<file path="src/rtl/ws2812_pkg.sv">
// Shared definitions for the WS2812 single-wire transmitter and receiver.
// Timing defaults assume a 12 MHz system clock.
package ws2812_pkg;

  typedef enum logic [1:0] {
    WAIT_GAP,
    IDLE,
    HIGH,
    LOW
  } ws2812_state_t;

  localparam int unsigned BITS_PER_PIXEL = 24;
  localparam int unsigned BIT_CNT_W      = $clog2(BITS_PER_PIXEL);

  localparam int unsigned T_MIN_HIGH_12M = 2;
  localparam int unsigned T_THRESH_12M   = 7;
  localparam int unsigned T_MAX_HIGH_12M = 14;
  localparam int unsigned T_RESET_12M    = 600;

endpackage

</file>
<file path="src/rtl/ws2812_din_sync.sv">
// Two-flop synchroniser for the asynchronous WS2812 data pin.
module ws2812_din_sync (
  input  logic clk,
  input  logic rst_n,
  input  logic din,
  output logic din_s
);

  logic meta;

  always_ff @(posedge clk or negedge rst_n) begin
    if (!rst_n) begin
      meta  <= 1'b0;
      din_s <= 1'b0;
    end else begin
      meta  <= din;
      din_s <= meta;
    end
  end

endmodule

</file>
<file path="src/rtl/ws2812_rx.sv">
// WS2812 receiver: decodes high-pulse widths into GRB pixels, reports frame
// gaps and timing errors, and optionally re-forwards the stream after pixel 0.
module ws2812_rx
  import ws2812_pkg::*;
#(
  parameter int unsigned T_MIN_HIGH = T_MIN_HIGH_12M,
  parameter int unsigned T_THRESH   = T_THRESH_12M,
  parameter int unsigned T_MAX_HIGH = T_MAX_HIGH_12M,
  parameter int unsigned T_RESET    = T_RESET_12M,
  parameter int unsigned IDX_W      = 8,
  parameter int unsigned FORWARD    = 1
) (
  input  logic                      CLK,
  input  logic                      RST_N,
  input  logic                      DIN,
  output logic [BITS_PER_PIXEL-1:0] PIX_DATA,
  output logic                      PIX_VALID,
  output logic [IDX_W-1:0]          PIX_INDEX,
  output logic                      FRAME_END,
  output logic                      BIT_ERR,
  output logic                      BUSY,
  output logic                      DOUT
);

  localparam int unsigned CNT_W = $clog2(T_RESET + 1);

  localparam logic [CNT_W-1:0]     C_MIN    = CNT_W'(T_MIN_HIGH);
  localparam logic [CNT_W-1:0]     C_THRESH = CNT_W'(T_THRESH);
  localparam logic [CNT_W-1:0]     C_MAX    = CNT_W'(T_MAX_HIGH);
  localparam logic [CNT_W-1:0]     C_RESET  = CNT_W'(T_RESET);
  localparam logic [BIT_CNT_W-1:0] LAST_BIT = BIT_CNT_W'(BITS_PER_PIXEL - 1);

  ws2812_state_t             state;
  logic [CNT_W-1:0]          cnt;
  logic [CNT_W-1:0]          cnt_inc;
  logic [BIT_CNT_W-1:0]      bit_cnt;
  logic [BITS_PER_PIXEL-2:0] shreg;
  logic [IDX_W-1:0]          idx;
  logic                      fwd_en;
  logic                      din_s;
  logic                      bit_val;

  ws2812_din_sync u_sync (
    .clk   (CLK),
    .rst_n (RST_N),
    .din   (DIN),
    .din_s (din_s)
  );

  assign cnt_inc = (cnt == '1) ? cnt : cnt + CNT_W'(1);
  assign bit_val = (cnt >= C_THRESH);

  // Pulse-width FSM; the strobes are only ever set on mutually exclusive paths.
  always_ff @(posedge CLK or negedge RST_N) begin
    if (!RST_N) begin
      state     <= WAIT_GAP;
      cnt       <= '0;
      bit_cnt   <= '0;
      shreg     <= '0;
      idx       <= '0;
      fwd_en    <= 1'b0;
      PIX_DATA  <= '0;
      PIX_VALID <= 1'b0;
      PIX_INDEX <= '0;
      FRAME_END <= 1'b0;
      BIT_ERR   <= 1'b0;
      BUSY      <= 1'b0;
      DOUT      <= 1'b0;
    end else begin
      PIX_VALID <= 1'b0;
      FRAME_END <= 1'b0;
      BIT_ERR   <= 1'b0;
      DOUT      <= (FORWARD != 0) && fwd_en && din_s;

      case (state)
        WAIT_GAP: begin
          if (din_s) begin
            cnt <= '0;
          end else if (cnt_inc >= C_RESET) begin
            cnt   <= '0;
            state <= IDLE;
          end else begin
            cnt <= cnt_inc;
          end
        end

        IDLE: begin
          if (din_s) begin
            cnt   <= CNT_W'(1);
            state <= HIGH;
            BUSY  <= 1'b1;
          end
        end

        HIGH: begin
          if (din_s ? (cnt_inc >= C_MAX) : (cnt < C_MIN)) begin
            BIT_ERR <= 1'b1;
            cnt     <= '0;
            bit_cnt <= '0;
            idx     <= '0;
            fwd_en  <= 1'b0;
            state   <= WAIT_GAP;
            BUSY    <= 1'b0;
          end else if (din_s) begin
            cnt <= cnt_inc;
          end else begin
            cnt   <= CNT_W'(1);
            state <= LOW;
            if (bit_cnt == LAST_BIT) begin
              PIX_DATA  <= {shreg, bit_val};
              PIX_VALID <= 1'b1;
              PIX_INDEX <= idx;
              idx       <= (idx == '1) ? idx : idx + IDX_W'(1);
              fwd_en    <= 1'b1;
              bit_cnt   <= '0;
            end else begin
              shreg   <= {shreg[BITS_PER_PIXEL-3:0], bit_val};
              bit_cnt <= bit_cnt + BIT_CNT_W'(1);
            end
          end
        end

        LOW: begin
          if (din_s) begin
            cnt   <= CNT_W'(1);
            state <= HIGH;
          end else if (cnt_inc >= C_RESET) begin
            // A gap mid-pixel is a truncated pixel, not a frame end.
            if (bit_cnt == '0) FRAME_END <= 1'b1;
            else               BIT_ERR   <= 1'b1;
            cnt     <= '0;
            bit_cnt <= '0;
            idx     <= '0;
            fwd_en  <= 1'b0;
            state   <= IDLE;
            BUSY    <= 1'b0;
          end else begin
            cnt <= cnt_inc;
          end
        end

        default: begin
          state <= WAIT_GAP;
          BUSY  <= 1'b0;
        end
      endcase
    end
  end

endmodule

</file>
<file path="config.mk">
export PLATFORM = sky130hd
export DESIGN_NAME = ws2812_rx
export DESIGN_NICKNAME = d
export VERILOG_FILES = /design/src/rtl/ws2812_pkg.sv /design/src/rtl/ws2812_din_sync.sv /design/src/rtl/ws2812_rx.sv
export SDC_FILE = /design/constraint.sdc
export NUM_CORES = 1
export LEC_CHECK = 0
export BUFFER_PORTS_ARGS = -buffer_cell sky130_fd_sc_hd__clkbuf_2
export CORE_MARGIN = 1
export CORE_UTILIZATION = 59
export DETAILED_ROUTE_END_ITERATION = 10
export GPL_TIMING_DRIVEN = 0
export PLACE_DENSITY = 0.79
export SETUP_SLACK_MARGIN = 0.2
export SYNTH_ARGS = -nofsm -noshare
export SYNTH_HDL_FRONTEND = slang
export SYNTH_HIERARCHICAL = 1
export SYNTH_SLANG_ARGS = --single-unit
export TNS_END_PERCENT = 50
</file>
<file path="constraint.sdc">
create_clock -name CLK -period 3.6 [get_ports CLK]
set_clock_uncertainty 0.15 [all_clocks]
set_input_delay 0.18 -clock CLK [delete_from_list [all_inputs] [get_ports CLK]]
set_output_delay 0.18 -clock CLK [all_outputs]
set_load 0.05 [all_outputs]
</file>
==> impl_metrics.yaml <==
grt:
  grt_pass1_wl_mm: 14.7
  antenna_found_initial: 0
  track_usage: 0.254
  grt_pass1_vias: 2992
  grt_max_degree: 70
  overflow: 0
critical_path:
  start_kind: "register"
  arrival_ns: 3.13
  ff2ff_path_depth: 8
  cp_max_fo: 10
  crit_type: "reg2reg"
  cp.required_ns: 3.69
  worstSetupEndpointType: "register"
  reg2reg_to: "PIX_DATA[11]"
  r2r_setup_slack_ns: 0.56
  reg2reg_from: "cnt[3]"
clock_network:
  worstSkewPairLatency_ns: 0.35
  clk_path_buf_depth: 2
  cts_made_buffers: 9
  htree_num_levels: 3
  clk_pin_slew_ns: 0.09
  cts_tree: "yes"
  cts.root.buffer_cell: "clkbuf_8"
  numClockSinks: 88
routing:
  drt_iter0_markers: 191
  vias_per_cell: 5.99
  ant_nets: 0
  drc: 0
  drtPass1Iterations: 5
  vias: 3101
  routedWlPerCell_um: 16.7
  routed_wl_mm: 8.65
final_layout:
  fin_nets: 424
  diodes: 0
  area_growth_pct: 12.8
  drive_gt1_frac: 0.346
  fin_cells: 518
  final_util: 0.699
power_and_ir_drop:
  leakage_uw: 0.00237
  intPower_uw: 1270
  power_frac_seq: 0.590
  power_density_nw_per_um2: 350
  p_total_uw: 1690
  irDropWorstVdd_mv: 0.258
  p_sw_uw: 417
  swShare: 0.247
  combPwrFrac: 0.034
  clockPowerShare: 0.376
timing:
  fin_crit_sh: 0.844
  setup_viol: 0
  clock.fmax_mhz: 329
  tightestPinTransition_ns: 0.625
  tns_ns: 0
  slew-limit-headroom: 0.577
  finalHoldViolCount: 0
  fin_crit_ns: 3.04
  slew_viol_final: 0
  whs_ns: 0.124
  rsz0062_at_grt: "no"
yosys:
  synthFlopType: "dfrtp_1"
  synth_nets: 371
  seq_area_frac_synth: 0.515
  async_flop_share: 1.00
  synthTopCellsByCount: "dfrtp_1, mux2_2, nand3_1"
  yosys.area.top_type: "dfrtp_1"
  ys_ff_latch: 88
  ys_warn_count: 6
  synth_enable_flop_cells: 0
  syn_avg_cell_area_um2: 11.8
  synth_cell_types: 69
  synth_top_area_frac: 0.515
  synth_area_leaders: "dfrtp_1, mux2_2, nand3_1"
  synth_most_common_cell: "dfrtp_1"
  synthCells: 364
  synthesis.area_um2: 4280
floorplanning:
  die_h_um: 87.2
  die_w_um: 87.2
  dieArea_um2: 7600
  core_um2: 6910
  start_util: 0.619
  pin_count: 40
  rows: 30
placement:
  port_buffers: 39
  post-dp-hpwl_mm: 6.01
  gp_congestion: 0.907
  place_inst: 500
run:
  cap_viol_max_count: 0
status:
  status: "finished, final reports clean"
worst_hold_path:
  hp-class: "in2async"
[cell families after synthesis]
kind of cell	share of synthesized area
AO/OA/AOI/OAI	0.133
XOR/XNOR	0.00410
adder cells (fa/ha/maj)	0.0140
buffers and inverters	0.0392
flip-flops	0.515
multiplexers	0.166
AND/OR/NAND/NOR	0.128
[layout make-up]
class	count	area, um^2
buffer	24	130
clock buffer	10	128
clock inverter	6	53.8
fill	530	2080
inverter	10	37.5
multi-input combinational	242	1910
sequential	88	2200
tap	96	120
timing repair buffer	42	245
[registers in the layout, indices dropped and copies added (netlist names)]
signal and flops:
PIX_INDEX 8, u_sync/meta 1, shreg 23, fwd_en 1, DOUT 1, idx 8
cnt 10, PIX_VALID 1, FRAME_END 1, PIX_DATA 24, BIT_ERR 1, bit_cnt 5
BUSY 1, state 2, u_sync/din_s 1
[per-layer routing]
layer / routed length, um / global-route usage / vias up
met2: 4050 / 0.379 / 100
met5: 0 / 0 / -
li1: - / - / 1454
met4: 119 / 0.118 / 0
met3: 472 / 0.0474 / 13
met1: 4010 / 0.364 / 1534
[power groups by stage]
stage	sequential [uW]	clock [uW]	combinational, uW
4_1_cts	995	647	58.3
3_3_place_gp	1010	0	51.4
2_1_floorplan	1010	0	25.3
5_1_grt	996	692	65.5
6_report	995	634	57.5
3_5_place_dp	1010	0	55.9
[worst max-delay path, stage by stage, from the launching register on]
cell      delay, ns
dfrtp_1        0.44
buf_2          0.21
nor4_1         0.48
a31oi_1        0.26
inv_1          0.24
or3_1          0.16
clkbuf_1       0.27
buf_2          0.34
mux2_2         0.38
[cells in the final DEF, fill, tap and decap left out, types with 6 or more instances in the layout]
cell type	instances
o21ai_0	10
clkbuf_8	9
inv_1	10
nand3_1	20
a21oi_1	19
clkbuf_2	39
dfrtp_1	88
buf_2	10
mux2_2	57
nand3b_1	6
mux2i_1	7
nor2_1	13
clkbuf_1	8
nand2_1	14
[repair_timing]
item,CTS,global route
setup buffers,0,0
gates resized for setup,0,0
endpoints found under the hold margin,89,0
endpoints found under the setup margin,0,0
hold buffers,2,0
[per-stage QoR]
step / area (um^2) / setup slack [ns]
floorplan: 4280 / 0.979
global placement: 4590 / 0.667
detailed placement: 4620 / 0.625
CTS: 4820 / 0.615
global route: 4820 / 0.299
finish: 4820 / 0.560
[how the worst max path moves through the flow]
stage / end / from / slack, ns / cells past startpoint
after floorplan: cnt[0] / cnt[1] / 0.98 / 10
after global placement: PIX_DATA[4] / cnt[3] / 0.67 / 8
after detailed placement: idx[3] / cnt[1] / 0.62 / 10
after CTS: idx[3] / cnt[1] / 0.62 / 10
after global routing: idx[7] / cnt[1] / 0.30 / 10
final: PIX_DATA[11] / cnt[3] / 0.56 / 8
(Power assumes the default switching activity.)
